File: src/rtl/gates_bist.sv
// gates_bist: built-in self-test controller for the two-input gates block.
// Sweeps A/B through patterns 0..3 (a = p[1], b = p[0]) for LOOPS sweeps,
// waits SETTLE_CYCLES after each drive, compares the seven gate results
// against locally computed expected values and keeps sticky error flags.
// Optional build macro GATES_BIST_STOP_ON_FAIL_EN: end the run at the first
// CHECK that sees any mismatch, so exactly one failing pattern is recorded.
module gates_bist #(
  parameter int unsigned SETTLE_CYCLES = 2,  // 1..15
  parameter int unsigned LOOPS         = 1   // 1..255
) (
  input  logic       clk,
  input  logic       rst_n,
  input  logic       start,
  output logic       a_out,
  output logic       b_out,
  input  logic [6:0] res_in,
  output logic       busy,
  output logic       done,
  output logic       pass,
  output logic [6:0] err_mask,
  output logic [3:0] fail_vec,
  output logic [7:0] err_count
);

  typedef enum logic [2:0] {
    ST_IDLE,
    ST_DRIVE,
    ST_SETTLE,
    ST_CHECK,
    ST_DONE
  } state_t;

  localparam logic [3:0] SETTLE_LAST = 4'(SETTLE_CYCLES - 1);
  localparam logic [7:0] LOOP_LAST   = 8'(LOOPS - 1);

  state_t     r_state;
  logic [1:0] r_pat;
  logic [7:0] r_loop;
  logic [3:0] r_settle;
  logic       r_a;
  logic       r_b;
  logic       r_busy;
  logic       r_done;
  logic       r_pass;
  logic [6:0] r_err_mask;
  logic [3:0] r_fail_vec;
  logic [7:0] r_err_count;

  logic [6:0] w_expected;
  logic [6:0] w_mismatch;
  logic [6:0] w_err_mask_nxt;
  logic       w_any_mismatch;
  logic       w_last_pattern;
  logic       w_finish;

  // Expected gate outputs for the pattern currently on a_out/b_out,
  // bit order {Xnor, Not, Xor, Nand, Nor, Or, And}.
  assign w_expected = {~(r_a ^ r_b), ~r_a, r_a ^ r_b, ~(r_a & r_b),
                       ~(r_a | r_b), r_a | r_b, r_a & r_b};

  assign w_mismatch     = res_in ^ w_expected;
  assign w_err_mask_nxt = r_err_mask | w_mismatch;
  assign w_any_mismatch = |w_mismatch;
  assign w_last_pattern = (r_pat == 2'd3) && (r_loop == LOOP_LAST);

`ifdef GATES_BIST_STOP_ON_FAIL_EN
  assign w_finish = w_last_pattern || w_any_mismatch;
`else
  assign w_finish = w_last_pattern;
`endif

  // Run-control FSM with registered stimulus and result outputs.
  // NOTE: every register here uses <= so all updates see pre-edge values;
  // blocking assignments would make the order of statements change behaviour.
  always_ff @(posedge clk or negedge rst_n) begin
    if (!rst_n) begin
      r_state     <= ST_IDLE;
      r_pat       <= 2'd0;
      r_loop      <= 8'd0;
      r_settle    <= 4'd0;
      r_a         <= 1'b0;
      r_b         <= 1'b0;
      r_busy      <= 1'b0;
      r_done      <= 1'b0;
      r_pass      <= 1'b0;
      r_err_mask  <= 7'd0;
      r_fail_vec  <= 4'd0;
      r_err_count <= 8'd0;
    end else begin
      case (r_state)
        ST_IDLE, ST_DONE: begin
          if (start) begin
            r_err_mask  <= 7'd0;
            r_fail_vec  <= 4'd0;
            r_err_count <= 8'd0;
            r_done      <= 1'b0;
            r_pass      <= 1'b0;
            r_pat       <= 2'd0;
            r_loop      <= 8'd0;
            r_busy      <= 1'b1;
            r_state     <= ST_DRIVE;
          end
        end

        ST_DRIVE: begin
          r_a      <= r_pat[1];
          r_b      <= r_pat[0];
          r_settle <= 4'd0;
          r_state  <= ST_SETTLE;
        end

        ST_SETTLE: begin
          if (r_settle == SETTLE_LAST) begin
            r_state <= ST_CHECK;
          end else begin
            r_settle <= r_settle + 4'd1;
          end
        end

        ST_CHECK: begin
          r_err_mask <= w_err_mask_nxt;
          if (w_any_mismatch) begin
            r_fail_vec[r_pat] <= 1'b1;
            if (r_err_count != 8'hFF) begin
              r_err_count <= r_err_count + 8'd1;
            end
          end
          if (w_finish) begin
            r_busy  <= 1'b0;
            r_done  <= 1'b1;
            r_pass  <= (w_err_mask_nxt == 7'd0);
            r_state <= ST_DONE;
          end else begin
            r_pat <= r_pat + 2'd1;
            if (r_pat == 2'd3) begin
              r_loop <= r_loop + 8'd1;
            end
            r_state <= ST_DRIVE;
          end
        end

        default: r_state <= ST_IDLE;
      endcase
    end
  end

  assign a_out     = r_a;
  assign b_out     = r_b;
  assign busy      = r_busy;
  assign done      = r_done;
  assign pass      = r_pass;
  assign err_mask  = r_err_mask;
  assign fail_vec  = r_fail_vec;
  assign err_count = r_err_count;

endmodule
File: config.mk
export PLATFORM = sky130hd
export DESIGN_NAME = gates_bist
export DESIGN_NICKNAME = d
export VERILOG_FILES = /design/src/rtl/gates_bist.sv
export SDC_FILE = /design/constraint.sdc
export NUM_CORES = 1
export LEC_CHECK = 0
export BUFFER_PORTS_ARGS = -buffer_cell sky130_fd_sc_hd__buf_2
export CORE_UTILIZATION = 44
export CTS_CLUSTER_DIAMETER = 50
export DETAILED_ROUTE_END_ITERATION = 8
export PLACE_DENSITY = 0.67
export SETUP_SLACK_MARGIN = 0.2
export SYNTH_ARGS = -nofsm -noshare
export SYNTH_HDL_FRONTEND = slang
export SYNTH_SLANG_ARGS = --single-unit
File: constraint.sdc
create_clock -name clk -period 3.45 [get_ports clk]
set_input_delay 0.69 -clock clk [delete_from_list [all_inputs] [get_ports clk]]
set_output_delay 0.69 -clock clk [all_outputs]
set_load 0.005 [all_outputs]
==> results.sh <==
export IMPL_crit_cells=7
export IMPL_setup_violations=0
export IMPL_synth_cells=228
export IMPL_fin_area_sq_um=2494
export IMPL_syn2layout_area_growth_pct=13.43
export IMPL_setup_tns_ps=0
export IMPL_grt_pass1_wl_microns=7921
export IMPL_die_h_microns=72.69
export IMPL_num_nets_final=282
export IMPL_cts_root_buffer="clkbuf_8"
export IMPL_p_leak_nw=1.171
export IMPL_antenna_found_initial=0
export IMPL_ys_async_sr_fraction_pct=100.0
export IMPL_max_stage_delay_ps=490
export IMPL_hp_class="reg2reg"
export IMPL_clock_path_buffers=2
export IMPL_max_slew_margin_rel_pct=39.77
export IMPL_fmax_ghz=0.4267
export IMPL_dr_pass1_iters=4
export IMPL_crit_buf_inv=1
export IMPL_antenna_left=0
export IMPL_grt_max_degree=42
export IMPL_cp_cell_sequence="inv_1 -> ha_1 -> nand2_1 -> o22ai_1 -> nand4_1 -> a21o_1 -> a32o_1"
export IMPL_h_tree_depth=2
export IMPL_cts_resized=0
export IMPL_post_route_period_util_pct=67.93
export IMPL_synth_cell_types=47
export IMPL_cp_top_family="compound AO/OA/AOI/OAI gates"
export IMPL_clk_latency_ps=300
export IMPL_cts_setup_buffers=0
export IMPL_hold_viol_final=0
export IMPL_final_common_cell="dfrtp_1"
export IMPL_cp_required_ps=3640
export IMPL_rsz0062_at_grt="no"
export IMPL_drt_total_wl_microns=4652
export IMPL_ctsHoldBuffers=0
export IMPL_viasPerCell=5.392
export IMPL_max_vdd_ir_drop_mv=0.3819
export IMPL_startpoint_type="flip-flop"
export IMPL_numCtsBuffers=5
export IMPL_path_max_fanout=13
export IMPL_syn_area_per_cell_sq_um=9.642
export IMPL_ios=34
export IMPL_grt_ovfl_total=0
export IMPL_synth_edf_count=0
export IMPL_placed_area_sq_um=2407
export IMPL_worstSetupPathType="reg2reg"
export IMPL_wl_per_cell_microns=14.14
export IMPL_cts_tree="done"
export IMPL_clk_pin_slew_worst_paths_ps=90
export IMPL_grt_use_total_pct=19.83
export IMPL_reg2reg_depth=7
export IMPL_die_w_microns=72.69
export IMPL_cp_slowest_cell="nand4_1"
export IMPL_whs_path_depth=2
export IMPL_grt_pass1_vias=1653
export IMPL_period_needed_ps=2343
export IMPL_final_setup_skew_ps=10.00
export IMPL_yosysSeqAreaShare_pct=46.67
export IMPL_p_per_area_nw_per_um2=756.7
export IMPL_drtIter0Drc=107
export IMPL_worst_endpoint_arrival_ps=2530
export IMPL_synth_fp_nets=249
export IMPL_finalMaxSlewViolations=0
export IMPL_gp_congestion=0.7735
export IMPL_vias=1774
export IMPL_numPortBuffers=33
export IMPL_initial_core_util_pct=46.24
export IMPL_ys_seq_elements=41
export IMPL_drive_above_1_share_pct=20.61
export IMPL_core_area_sq_um=4755
export IMPL_yosysWarnings=0
export IMPL_dp_hpwl_microns=3193
export IMPL_status="complete, no violations"
export IMPL_tightest_slew_ps=903.5
export IMPL_drv_cap=0
export IMPL_synth_area_sq_um=2198
export IMPL_rows=25
export IMPL_clock_sinks=41
export IMPL_die_area_sq_um=5283
export IMPL_final_cell_mix="dfrtp_1 (41), buf_2 (33), nand2_1 (26), o21ai_0 (22), nor2_1 (18)"
export IMPL_synth_main_ff_cell="dfrtp_1"
export IMPL_end_kind="flip-flop"
export IMPL_diodes=0
export IMPL_drcViolationCount=0
through the flow:
| step | setup WS [ps] | std cells | util [%] | hold WS [ps] | power [mW] |
|---|---|---|---|---|---|
| after CTS | 1122 | 329 | 52.45 | 479.8 | 1.904 |
| final | 1107 | 329 | 52.45 | 474.4 | 1.887 |
| after global placement | 1197 | 321 | 50.63 | 456.8 | 1.567 |
| after detailed placement | 1145 | 321 | 50.63 | 458.4 | 1.582 |
| after floorplan | 1752 | 228 | - | 394.4 | 1.335 |
| after global routing | 941.2 | 329 | 52.45 | 506.4 | 2.067 |
path summary, 6_finish.rpt:
path | slack [ps] | endpoint | from
max reg2reg | 1110 | err_count[4] | a_out
min in group asynchronous | 510 | err_mask[3] | rst_n
max in group asynchronous | 2370 | err_count[7] | rst_n
max | 1110 | err_count[4] | a_out
min | 470 | done | done
min reg2reg | 470 | done | done
synthesized netlist by cell type (3+ instances only):
library cell / count / area, sq um
dfrtp_1: 41 / 1026
xor2_1: 6 / 52.55
nand2_1: 26 / 97.59
nand3_1: 9 / 45.04
xnor2_1: 5 / 43.79
clkbuf_1: 3 / 11.26
a31oi_1: 3 / 18.77
nand2b_1: 6 / 37.54
and3_1: 6 / 37.54
o31ai_1: 3 / 22.52
a32o_1: 4 / 40.04
o21ai_0: 22 / 110.1
nor2_1: 18 / 67.56
ha_1: 11 / 137.6
nor3_1: 4 / 20.02
inv_1: 13 / 48.80
nand4_1: 5 / 31.28
layer usage:
layer  vias up  wire length, microns  track usage (%)
li1        877                     -                -
met1       857                  2312            26.16
met2        38                  2119            31.67
met3         2                   191            5.387
met4         0                    29            6.536
met5         -                     0                0
tightest hold or removal path, stage by stage (launching register included):
cell,delay [ps]
dfrtp_1,350
nand2_1,50
nand2_1,50
report_power, final:
part	switching [mW]	leakage [nW]	internal [mW]
Combinational	0.420	0.594	0.333
Sequential	0.174	0.534	0.641
Clock	0.179	0.0439	0.140
Total	0.773	1.17	1.11
cell type report:
cell class	instances	area (sq um)
repair buffers	33	165.2
clock inverters	3	17.52
flip-flops and latches	41	1026
fillers	477	2261
clock buffers	5	68.82
multi-input cells	167	1084
inverters	13	48.80
well taps	67	83.83
state kept, by name, indices dropped and copies added, names as in the netlist:
name	cells
err_count	8
r_loop	8
err_mask	7
fail_vec	4
r_settle	4
r_state	3
r_pat	2
a_out	1
b_out	1
busy	1
done	1
pass	1
cell families (layout without fill, tap and decap cells):
| kind of cell | count (synthesis) | in the layout | share of synthesized area, % |
|---|---|---|---|
| DFF | 41 | 41 | 46.67 |
| AOI/OAI and AO/OA | 52 | 52 | 15.82 |
| adders and majority gates | 11 | 11 | 6.261 |
| and+or+nand+nor | 91 | 91 | 21.91 |
| xor gates and xnor gates | 11 | 11 | 4.382 |
| muxes | 2 | 2 | 0.9107 |
| buffers and inverters | 20 | 54 | 4.041 |
Note: power is estimated with default switching activity, not from simulation.
